$ cat src/rtl/intr_ctrl.sv
// Purpose : vectored 4-line interrupt controller with edge detect, mask, fixed priority and return-address save.
// Latency : an irq rising edge sampled at edge k gives pc_load in the cycle after edge k+1; RETURN lasts one cycle.
// Backpressure: none; requests accumulate in the pending register while masked, disabled or in service.
//
// Ports:
//   clk, reset       clock and synchronous active-low reset
//   irq[3:0]         rising-edge requests, irq[0] highest priority
//   ien              global interrupt enable
//   mask_we, mask_in mask register write (1 = line enabled)
//   pc_next          return address offered by the CPU
//   reti             return-from-interrupt strobe
//   pc_load          PC load strobe (ACK and RETURN only)
//   pc_vector        service vector in ACK, saved return address in RETURN, else 0
//   interruption     selects the interrupt flag bank (SERVICE and RETURN)
//   irq_id           index of the interrupt in service
//   pending, mask    pending-request and mask registers
//   busy             FSM not in IDLE
module intr_ctrl #(
    parameter int                 WIDTH    = 10,
    parameter logic [WIDTH-1:0]   VEC_BASE = 10'h3F0
) (
    input  logic             clk,
    input  logic             reset,
    input  logic [3:0]       irq,
    input  logic             ien,
    input  logic             mask_we,
    input  logic [3:0]       mask_in,
    input  logic [WIDTH-1:0] pc_next,
    input  logic             reti,
    output logic             pc_load,
    output logic [WIDTH-1:0] pc_vector,
    output logic             interruption,
    output logic [1:0]       irq_id,
    output logic [3:0]       pending,
    output logic [3:0]       mask,
    output logic             busy
);

    typedef enum logic [1:0] {
        ST_IDLE    = 2'd0,
        ST_ACK     = 2'd1,
        ST_SERVICE = 2'd2,
        ST_RETURN  = 2'd3
    } state_t;

    state_t           r_state;
    state_t           w_state_nxt;
    logic [3:0]       r_irq_q;
    logic [3:0]       r_pending;
    logic [3:0]       r_mask;
    logic [1:0]       r_irq_id;
    logic [WIDTH-1:0] r_ret_pc;

    logic [3:0]       w_rise;
    logic [3:0]       w_req;
    logic [1:0]       w_winner;
    logic             w_accept;
    logic [3:0]       w_clr;
    logic [WIDTH-1:0] w_vec;

    // Request detection and arbitration use only registered state, so no
    // combinational path exists from irq to pc_load.
    always_comb begin
        w_rise   = irq & ~r_irq_q;
        w_req    = r_pending & r_mask;
        w_winner = 2'd0;
        if (w_req[0])      w_winner = 2'd0;
        else if (w_req[1]) w_winner = 2'd1;
        else if (w_req[2]) w_winner = 2'd2;
        else if (w_req[3]) w_winner = 2'd3;
        w_accept = (r_state == ST_IDLE) && ien && (|w_req);
        w_clr    = w_accept ? (4'b0001 << w_winner) : 4'b0000;
        // Wraps modulo 2^WIDTH by construction.
        w_vec    = VEC_BASE + WIDTH'({r_irq_id, 2'b00});
    end

    always_ff @(posedge clk) begin
        if (!reset) begin
            r_state <= ST_IDLE;
        end else begin
            r_state <= w_state_nxt;
        end
    end

    always_ff @(posedge clk) begin
        if (!reset) begin
            r_irq_q   <= 4'b0000;
            r_pending <= 4'b0000;
            r_mask    <= 4'b0000;
            r_irq_id  <= 2'd0;
            r_ret_pc  <= '0;
        end else begin
            r_irq_q   <= irq;
            // A fresh edge on the line being accepted outranks the clear.
            r_pending <= (r_pending & ~w_clr) | w_rise;
            if (mask_we) begin
                r_mask <= mask_in;
            end
            if (w_accept) begin
                r_irq_id <= w_winner;
            end
            if (r_state == ST_ACK) begin
                r_ret_pc <= pc_next;
            end
        end
    end

    always_comb begin
        w_state_nxt  = r_state;
        pc_load      = 1'b0;
        pc_vector    = '0;
        interruption = 1'b0;
        busy         = (r_state != ST_IDLE);
        case (r_state)
            ST_IDLE: begin
                if (w_accept) begin
                    w_state_nxt = ST_ACK;
                end
            end
            ST_ACK: begin
                pc_load     = 1'b1;
                pc_vector   = w_vec;
                w_state_nxt = ST_SERVICE;
            end
            ST_SERVICE: begin
                interruption = 1'b1;
                // No preemption: only reti leaves service.
                if (reti) begin
                    w_state_nxt = ST_RETURN;
                end
            end
            ST_RETURN: begin
                pc_load      = 1'b1;
                pc_vector    = r_ret_pc;
                interruption = 1'b1;
                // Always back to IDLE; pending work is arbitrated from there.
                w_state_nxt  = ST_IDLE;
            end
            default: begin
                w_state_nxt = ST_IDLE;
            end
        endcase
    end

    assign irq_id  = r_irq_id;
    assign pending = r_pending;
    assign mask    = r_mask;

endmodule

$ cat config.mk
export PLATFORM = sky130hd
export DESIGN_NAME = intr_ctrl
export DESIGN_NICKNAME = d
export VERILOG_FILES = /design/src/rtl/intr_ctrl.sv
export SDC_FILE = /design/constraint.sdc
export NUM_CORES = 1
export LEC_CHECK = 0
export BUFFER_PORTS_ARGS = -buffer_cell sky130_fd_sc_hd__buf_4
export CORE_MARGIN = 4
export CORE_UTILIZATION = 35
export CTS_CLUSTER_DIAMETER = 150
export CTS_CLUSTER_SIZE = 28
export DETAILED_ROUTE_END_ITERATION = 8
export GPL_TIMING_DRIVEN = 0
export PLACE_DENSITY_LB_ADDON = 0.15
export SLEW_MARGIN = 10
export SYNTH_ARGS = -nofsm -noshare
export SYNTH_HDL_FRONTEND = slang
export SYNTH_SLANG_ARGS = --single-unit
export TNS_END_PERCENT = 5
$ cat constraint.sdc
create_clock -name clk -period 1.85 [get_ports clk]
set_input_delay 0.2775 -clock clk [delete_from_list [all_inputs] [get_ports clk]]
set_output_delay 0.2775 -clock clk [all_outputs]
set_load 0.01 [all_outputs]
; After elaboration in Yosys (flattened, before gate mapping)
; Cells that the tools add are included.
[word_totals]
reg_bits = 26
in_bits = 23
[classes]
n_addsub = 1
eq_ne = 5
n_shift = 1
n_mux = 11
bitwise = 6
n_reduce_logical = 8
[op_table]
columns = operator, n
row1 = one-hot mux 10 bit (2 select lines), 1
row2 = bitwise AND 4 bit, 3
row3 = 2-to-1 mux 2 bit, 6
row4 = NOT 4 bit, 2
row5 = one-hot mux 2 bit (4 select lines), 1
row6 = adder 5 x 5 -> 6 bit (first input constant), 1
row7 = equality test 2 bit (second input constant), 2
row8 = 2-to-1 mux 4 bit, 1
row9 = != test 2 bit (second input constant), 2
row10 = bitwise OR 4 bit, 1
row11 = OR reduction 2 bit, 2
row12 = OR reduction 4 bit, 1
row13 = << shifter 1 x 2 -> 4 bit (first input constant), 1
row14 = equality test 2 x 1 -> 1 bit (second input constant), 1
row15 = logical AND 1 bit, 2
row16 = zero test 2 bit, 1
row17 = 2-to-1 mux 1 bit, 2
row18 = AND reduction 2 bit, 1
row19 = nonzero test 2 bit, 1

; Depth between registers and ports, before layout
; Gate-level depths: netlist (run 1).
[logic_depth]
depth_word = 10
mapped_depth = 6

; Worst setup path after synthesis (run 1)
; No wires, ideal clock.
[synth_timing]
kind = flip-flop to output port
from = reg r_state[1]
to = out pc_load
t_arrival_ps = 1187
t_required_ps = 1572
path_slack_ps = 385
path_stages_with_launch = 6
n_path_buf = 2
cell_sequence = dfxtp_1 > inv_1 > ha_1 > buf_4 > buf_2 > or2_1
[synth_via]
elab_chain_len = 3
elab_cells_between_ends = 4
classes_between = eq/ne: 2 / mux: 1 / reduce/logical: 1
[synth_rtl]
columns = item, line
row1 = from (decl), 46  ; state_t r_state;
row2 = from (signal assigned), 81  ; r_state <= w_state_nxt;
row3 = equality test 2 x 1 -> 1 bit or equality test 2 bit (tied branches), 114  ; case (r_state)
row4 = OR reduction 2 bit (no line) (*), n/a
row5 = 2-to-1 mux 1 bit (*), 114
row6 = to (decl), 30  ; output logic pc_load,
; Mark *: on every way between the ends. The rest lies on a longest branch, timed or not.

; Worst setup path after layout (run 1)
; Ends and elaborated chain as after synthesis.

==> results of run 1 <==
[critical path: stages (launching register included)]
cell and delay [ns]:
dfxtp_2 0.38, inv_2 0.06, ha_1 0.19, buf_8 0.17
or2_1 0.23, buf_4 0.14
[sequential cells by signal, indices dropped and copies added, names as in the netlist]
name      cells
irq_id        2
mask          4
pending       4
r_irq_q       4
r_ret_pc     10
r_state       2
[report_power, final]
part | internal, µW | leakage (µW) | switching, µW
clock network | 219 | 0.0000279 | 166
logic | 230 | 0.000539 | 202
registers | 615 | 0.000214 | 40.5
[per-stage QoR]
stage | worst slack [ns] | std cells | total power [µW] | util | instance area, µm²
after floorplan | 0.385 | 123 | 920 | - | 1180
after global placement | 0.206 | 211 | 1090 | 0.497 | 1570
after detailed placement | 0.169 | 211 | 1100 | 0.497 | 1570
after CTS | 0.0360 | 214 | 1490 | 0.514 | 1620
after global routing | 0.0000463 | 214 | 1560 | 0.515 | 1630
final | 0.0889 | 214 | 1470 | 0.515 | 1630
[area by class of cell]
| class | instances | area share |
|---|---|---|
| repair buffers | 44 | 0.203 |
| plain buffers | 5 | 0.0200 |
| well taps | 44 | 0.0339 |
| clock buffers | 3 | 0.0139 |
| flip-flops and latches | 26 | 0.321 |
| clock inverters | 1 | 0.0185 |
| multi-input cells | 87 | 0.380 |
| inverters | 4 | 0.00924 |
[layer usage]
layer / GRT usage / vias to the layer above / share of wire
met1: 0.154 / 474 / 0.44
met4: 0.0533 / 0 / 0.013
met3: 0.0255 / 4 / 0.044
met5: 0 / - / 0
li1: - / 516 / -
met2: 0.235 / 23 / 0.50
[cell families after synthesis]
kind of cell	Yosys count	synth area share
buffers and inverters	10	0.0370
adder cells (fa/ha/maj)	5	0.0529
multiplexers	14	0.119
AND/OR/NAND/NOR	45	0.195
AO/OA/AOI/OAI	23	0.157
flip-flops	26	0.440
[path summary, 6_finish.rpt]
kind	start	endpoint	slack, ns	cells after the start
max	r_state[1]	pc_load	0.09	5
min	irq[1]	r_irq_q[1]	0.16	2
max reg2reg	r_state[0]	r_state[1]	0.29	6
min reg2reg	r_irq_q[2]	pending[2]	0.50	2
[Yosys cell counts, drive strengths merged, types with 2 or more instances]
library cell and count:
mux2i 14, nand2 5, and2 7, o21ai 2
or2 2, a21o 6, nand3 2, ha 5
dfxtp 26, a21oi 4, a22o 2, clkbuf 2
buf 4, nand4 2, nor2 18, inv 4
nor2b 4, a22oi 2
[repair_timing]
action / in CTS / in global routing
pin swaps: 0 / 0
resized for setup: 3 / 2
gates cloned: 0 / 0
setup endpoints to repair: 11 / 3
==> results.txt, run 1 <==
Setup TNS - 0 ns
nets - 199
biggest area consumer among synthesized cells - dfxtp_1
Congestion Overflow GR - 0
Post-Synthesis Cells - 123
IO buf count - 44
top_reg_cell synth - dfxtp_1
fillers - 320
Post-synth EDFFs - 0
crit path kind - register to output port
CTS Buf Count - 3
total track usage - 0.133
most frequent cells in the layout - 44 x buf_4, 25 x dfxtp_1, 18 x nor2_1, 14 x mux2i_1
gpl congestion - 0.824
Crit path arrival time - 1.48 ns
die area - 4370 µm²
total core area - 3150 µm²
Inserted Diodes - 0
vias in the first global route - 1061
post-CTS setup buffer count - 0
Hold Path Class - input pin to register
initial antenna violation count - 0
hpwl dp - 2190 µm
DR iter-0 viols - 40
hold bufs inserted after CTS - 0
Die Span X - 66.1 µm
area of the multi-input gates - 618 µm²
Final Cycle Share - 0.952
startpoint types - register
RSZ-0062 raised after global routing - false
global-route wire length before repair - 4590 µm
status - finished, final reports clean
Seq. cell area - 522 µm²
Initial Util - 0.375
Die Height - 66.1 µm
WL final - 2690 µm
max-slew violations - 0
DRC Markers - 0
max_cap viols - 0
maximum vdd ir drop - 0.000470 V
Hold WS - 0.164 ns
P per Cell Area - 906 nW/µm²
Yosys top cell area share - 0.440
CTS tree - done
I/O Pins - 46
number of vias per cell - 4.75
WL per Instance - 12.6 µm
htree depth - 1
P_leak - 0.000781 µW
Relative slew margins - 0.700
Worst Path Max Fanout - 19
share of layout cells above drive strength 1 - 0.359
Syn Nets - 151
Fin. Hold Viols - 0
clk buf depth - 2
vias - 1017
Sink Count - 26
Synth Warn # - 0
commonest non-fill, non-tap cell in the layout - buf_4
Synth area leaders - dfxtp_1 44%, mux2i_1 12%, nor2_1 5.7%
Final ANT Viol Nets - 0
CTS clk-pin slew, worst paths - 0.14 ns
measured slew at the worst slew-check pin - 0.451 ns
sequential fraction of the synthesis area - 0.440
Data required, critical path - 1.57 ns
Post-synth ARST share - 0
Peak Freq - 568 MHz
endpoints failing setup - 0
drt first pass iters - 4
largest net degree at the start of global routing - 20
# rows - 20
Syn Area/Cell - 9.61 µm²
crit end category - output port
area grow syn2layout - 37.5%
Cell Area, Synth - 1180 µm²
Yosys reg bits - 26
Clk Latency, worst-skew pair - 0.32 ns
clock root buffer master - clkbuf_4
min Tclk post-route - 1.76 ns
Netlist cell types - 36
Clock Skew - 0.00861 ns
(Power assumes the default switching activity.)
==> inputs of run 2 (changes only) <==
--- a/config.mk
+++ b/config.mk
@@ -13,6 +13,7 @@
 export DETAILED_ROUTE_END_ITERATION = 8
 export GPL_TIMING_DRIVEN = 0
 export PLACE_DENSITY_LB_ADDON = 0.15
+export SKIP_LAST_GASP = 1
 export SLEW_MARGIN = 10
 export SYNTH_ARGS = -nofsm -noshare
 export SYNTH_HDL_FRONTEND = slang
==> constraint.sdc (replaced) <==
create_clock -name clk -period 2.1 [get_ports clk]
set_input_delay 0.315 -clock clk [delete_from_list [all_inputs] [get_ports clk]]
set_output_delay 0.315 -clock clk [all_outputs]
set_load 0.01 [all_outputs]
==> run 2 against run 1 <==
Wire length down 0.22%. Non-clock buffer count did not move. Cell area fell by 0.54%. Sequential cell count stayed put. Register-to-register slack better by 0.25 ns. Global-route usage is 0.25 points higher. Combinational power shrank 14%. Critical path depth shrank 1. Count of clock-buffer cells in the layout unchanged. Die area unchanged. Clock skew shrank 0.0014 ns. Critical path type unchanged. Largest power group unchanged.
==> results.txt, run 2 (same netlist as run 1, synthesis figures left out) <==
crit path launch - r_state[0]
area grow syn2layout - 36.7%
endpoints failing setup - 0 (unchanged)
Final Cycle Share - 0.901
Die Height - 66.1 µm (unchanged)
gpl congestion - 0.824 (unchanged)
Fin. Hold Viols - 0 (unchanged)
Congestion Overflow GR - 0 (unchanged)
Clk pwr share - 0.263 (about the same)
Inserted Diodes - 0 (unchanged)
global-route wire length before repair - 4680 µm (+2.0%)
vias in the first global route - 1070 (+0.85%)
status - finished, final reports clean
I/O Pins - 46 (unchanged)
clock root buffer master - clkbuf_4
fin util - 0.513 (-0.00278)
final non-filler cell total - 214 (unchanged)
Relative slew margins - 0.703 (+0.00312)
drt first pass iters - 5 (+1)
P_sw - 357 µW (-13%)
fraction of power consumed by sequential logic - 0.448 (+0.003)
die area - 4370 µm² (unchanged)
Final WS setup - 0.208 ns (+0.119 ns)
Final ANT Viol Nets - 0 (unchanged)
Clock Skew - 0.00723 ns (-0.00138 ns)
# rows - 20 (unchanged)
crit end category - output port
htree depth - 1 (unchanged)
IO buf count - 44 (unchanged)
min Tclk post-route - 1.89 ns
Sink Count - 26 (unchanged)
worst r2r src - r_state[0]
hpwl dp - 2190 µm (unchanged)
initial antenna violation count - 0 (unchanged)
Clk Latency, worst-skew pair - 0.32 ns (about the same)
Sw Ratio - 0.277 (about the same)
P_leak - 0.000775 µW (-0.73%)
Setup TNS - 0 ns (unchanged)
most frequent cells in the layout - 45 x buf_4, 25 x dfxtp_1, 18 x nor2_1, 14 x mux2i_1
DRC Markers - 0 (unchanged)
share of layout cells above drive strength 1 - 0.347 (-0.0118)
CTS tree - done
internal power - 929 µW (-13%)
CTS clk-pin slew, worst paths - 0.13 ns (about the same)
Most flops, register - r_ret_pc
crit path kind - register to output port
P per Cell Area - 796 nW/µm² (-12%)
WL final - 2680 µm (-0.22%)
measured slew at the worst slew-check pin - 0.446 ns (-0.00467 ns)
placed insts - 211 (unchanged)
DR iter-0 viols - 44 (+10%)
post-CTS setup buffer count - 0 (unchanged)
max reg flops - 10 (unchanged)
max_cap viols - 0 (unchanged)
CTS Buf Count - 3 (unchanged)
maximum vdd ir drop - 0.000412 V (-12%)
WL per Instance - 12.5 µm (-0.22%)
Worst Path Max Fanout - 10 (-9)
total track usage - 0.135 (+0.00248)
fillers - 321 (+0.31%)
number of vias per cell - 4.79 (+0.88%)
commonest non-fill, non-tap cell in the layout - buf_4
combinational share of power - 0.288 (-0.005)
vias - 1026 (+0.88%)
Data required, critical path - 1.78 ns (+0.21 ns)
RSZ-0062 raised after global routing - false
Hold Path Class - input pin to register
total core area - 3150 µm² (unchanged)
clk buf depth - 2 (unchanged)
Peak Freq - 528 MHz
Die Span X - 66.1 µm (unchanged)
largest net degree at the start of global routing - 16 (-20%)
hold_sp - irq[1]
nets - 199 (unchanged)
Crit path arrival time - 1.58 ns (+0.10 ns)
Place WS - 0.382 ns (+0.213 ns)
Initial Util - 0.375 (unchanged)
max-slew violations - 0 (unchanged)
startpoint types - register
run 2: worst max-delay path, stage by stage (launching register included):
cell and delay [ns]:
dfxtp_1 0.41, ha_1 0.18, clkbuf_1 0.36, and2_1 0.19
buf_4 0.12
run 2: repair_timing:
item | 4_1_cts | 5_1_grt
endpoints found under the hold margin | 0 | 0
setup endpoints to repair | 1 | 5
hold buffers | 0 | 0
gates resized for setup | 1 | 0
run 2: per-layer routing:
layer / up-vias / share of wire / GRT usage
li1: 518 / - / -
met3: 4 / 0.045 / 0.0255
met4: 0 / 0.013 / 0.0533
met1: 478 / 0.43 / 0.156
met2: 26 / 0.51 / 0.242
met5: - / 0 / 0
run 2: power groups by stage:
stage,Sequential (µW),Combinational (µW),Clock (µW)
2_1_floorplan,585,226,0
3_3_place_gp,585,373,0
3_5_place_dp,587,383,0
4_1_cts,577,384,351
5_1_grt,583,418,366
6_report,577,371,338
run 2: final timing paths:
check                               endpoint  slack [ns]  cells past startpoint
worst min register to register    pending[2]        0.50                      2
worst max-delay path            pc_vector[0]        0.21                      4
worst max register to register    r_state[1]        0.54                      6
worst min-delay path              r_irq_q[1]        0.20                      2
run 2: cell type report:
type / count / area, µm² / share of cell area
inverters: 4 / 15.0 / 0.00929
plain buffers: 5 / 23.8 / 0.0147
flip-flops and latches: 26 / 522 / 0.323
multi-input cells: 87 / 618 / 0.382
well taps: 44 / 55.1 / 0.0341
clock buffers: 3 / 22.5 / 0.0139
clock inverters: 1 / 30.0 / 0.0186
repair buffers: 44 / 330 / 0.204
run 2: metrics by stage:
| stage | hold WS (ns) | total power (µW) | cell area (µm²) |
|---|---|---|---|
| 2_1_floorplan | 0.437 | 811 | 1180 |
| 4_1_cts | 0.183 | 1310 | 1620 |
| 5_1_grt | 0.181 | 1370 | 1620 |
| 3_5_place_dp | 0.479 | 970 | 1570 |
| 3_3_place_gp | 0.467 | 958 | 1570 |
| 6_report | 0.201 | 1290 | 1620 |
==> inputs of run 3 (changes only) <==
--- a/config.mk
+++ b/config.mk
@@ -13,6 +13,7 @@
 export DETAILED_ROUTE_END_ITERATION = 8
 export GPL_TIMING_DRIVEN = 0
 export PLACE_DENSITY_LB_ADDON = 0.15
+export RECOVER_POWER = 50
 export SKIP_LAST_GASP = 1
 export SLEW_MARGIN = 10
 export SYNTH_ARGS = -nofsm -noshare
==> run 3 against run 2 <==
Hold slack got worse by 0.0012 ns. First-iteration DRC count decreased by 9.1%. Utilization decreased by 1.3 points. Fmax decreased by 0.43%. Combinational power decreased by 3%. Critical path type unchanged. Critical endpoint is now pc_load. Largest cell class unchanged.
==> results.txt, run 3 (same netlist as run 1, synthesis figures left out) <==
final non-filler cell total - 214 (unchanged)
min Tclk post-route - 1.90 ns (+0.00814 ns)
vias - 1018 (-0.78%)
measured slew at the worst slew-check pin - 0.436 ns (-0.0102 ns)
nets - 199 (unchanged)
initial antenna violation count - 0 (unchanged)
drt first pass iters - 4 (-1)
P per Cell Area - 809 nW/µm² (+1.7%)
CTS Buf Count - 3 (unchanged)
hold bufs inserted after CTS - 0 (unchanged)
Congestion Overflow GR - 0 (unchanged)
commonest non-fill, non-tap cell in the layout - buf_4
post-CTS setup buffer count - 0 (unchanged)
Setup TNS - 0 ns (unchanged)
I/O Pins - 46 (unchanged)
Inserted Diodes - 0 (unchanged)
clock root buffer master - clkbuf_4
P_leak - 0.000730 µW (-5.8%)
endpoints failing setup - 0 (unchanged)
Hold Path Class - input pin to register
total core area - 3150 µm² (unchanged)
max_cap viols - 0 (unchanged)
max-slew violations - 0 (unchanged)
Relative slew margins - 0.709 (+0.00680)
DRC Markers - 0 (unchanged)
Die Height - 66.1 µm (unchanged)
max reg flops - 10 (unchanged)
share of layout cells above drive strength 1 - 0.271 (-0.0765)
fin util - 0.500 (-0.0127)
fillers - 333 (+3.7%)
crit path kind - register to output port
startpoint types - register
global-route wire length before repair - 4680 µm (unchanged)
status - finished, final reports clean
Clock Skew - 0.00883 ns (+0.00160 ns)
hpwl dp - 2190 µm (unchanged)
Worst Path Max Fanout - 19 (+9)
Most flops, register - r_ret_pc
Sink Count - 26 (unchanged)
placed insts - 211 (unchanged)
Data required, critical path - 1.78 ns (about the same)
Seq. cell area - 520 µm² (-0.24%)
Fin. Hold Viols - 0 (unchanged)
gpl congestion - 0.824 (unchanged)
Final Cell Area - 1580 µm² (-2.5%)
Clk Latency, worst-skew pair - 0.32 ns (about the same)
area of the multi-input gates - 618 µm² (unchanged)
Initial Util - 0.375 (unchanged)
IO buf count - 44 (unchanged)
total track usage - 0.135 (unchanged)
clk buf depth - 2 (unchanged)
CTS clk-pin slew, worst paths - 0.14 ns (about the same)
Crit path arrival time - 1.59 ns (about the same)
Peak Freq - 526 MHz (-0.43%)
DR iter-0 viols - 40 (-9.1%)
Die Span X - 66.1 µm (unchanged)
# rows - 20 (unchanged)
die area - 4370 µm² (unchanged)
CTS tree - done
Final ANT Viol Nets - 0 (unchanged)
dpl cell area - 1570 µm² (unchanged)
crit end category - output port
Final Cycle Share - 0.905 (+0.00388)
area grow syn2layout - 33.3%
WL final - 2680 µm (about the same)
largest net degree at the start of global routing - 16 (unchanged)
WL per Instance - 12.5 µm (about the same)
maximum vdd ir drop - 0.000412 V (+0.21%)
most frequent cells in the layout - 34 x buf_4, 26 x dfxtp_1, 18 x nor2_1, 14 x clkbuf_1, 14 x mux2i_1
number of vias per cell - 4.76 (-0.78%)
htree depth - 1 (unchanged)
vias in the first global route - 1070 (unchanged)
RSZ-0062 raised after global routing - false
run 3: cell types whose count changed in the layout (fill, tap and decap cells not counted), sizes merged:
cell / delta
buf: -13
clkbuf: +13
run 3: final timing paths:
| check | from | to | slack, ns | depth (start not counted) |
|---|---|---|---|---|
| max | r_state[1] | pc_load | 0.20 | 5 |
| min | irq[1] | r_irq_q[1] | 0.20 | 2 |
| max reg2reg | r_state[0] | r_state[1] | 0.53 | 6 |
| min reg2reg | r_irq_q[2] | pending[2] | 0.50 | 2 |
run 3: layer usage:
layer  global-route usage  up-vias  part of all wire
met5                    0        -                 0
met2                0.242       24              0.50
met1                0.156      473              0.44
li1                     -      516                 -
met4               0.0533        0             0.019
met3               0.0255        5             0.042
run 3: final cells by class:
| cell class | instances | share of cell area |
|---|---|---|
| Buffer | 5 | 0.0143 |
| Clock buffer | 3 | 0.0143 |
| Clock inverter | 1 | 0.0190 |
| Inverter | 4 | 0.00952 |
| Multi-Input combinational cell | 87 | 0.392 |
| Sequential cell | 26 | 0.330 |
| Tap cell | 44 | 0.0349 |
| Timing Repair Buffer | 44 | 0.186 |
run 3: report_power, final:
part           switching, µW  internal (µW)  leakage, µW  total (µW)
Combinational            176            185     0.000489         360
Sequential              35.1            541     0.000214         576
Clock                    146            193    0.0000279         339
run 3: repair_timing:
action | in CTS | in global routing
pin swaps | 0 | 0
gates cloned | 0 | 0
endpoints found under the setup margin | 1 | 5
gates resized for setup | 1 | 0
run 3: metrics by stage:
step	total power (µW)	setup slack, ns	hold slack (ns)
after detailed placement	970	0.382	0.479
after floorplan	811	0.598	0.437
final	1280	0.200	0.200
after CTS	1310	0.0339	0.183
after global routing	1360	0.0839	0.181
after global placement	958	0.419	0.467
run 3: critical path, cell delays in order (launching register included):
cell and delay (ns):
dfxtp_1 0.38, inv_1 0.10, ha_1 0.19, buf_4 0.21, or2_1 0.24, buf_4 0.14
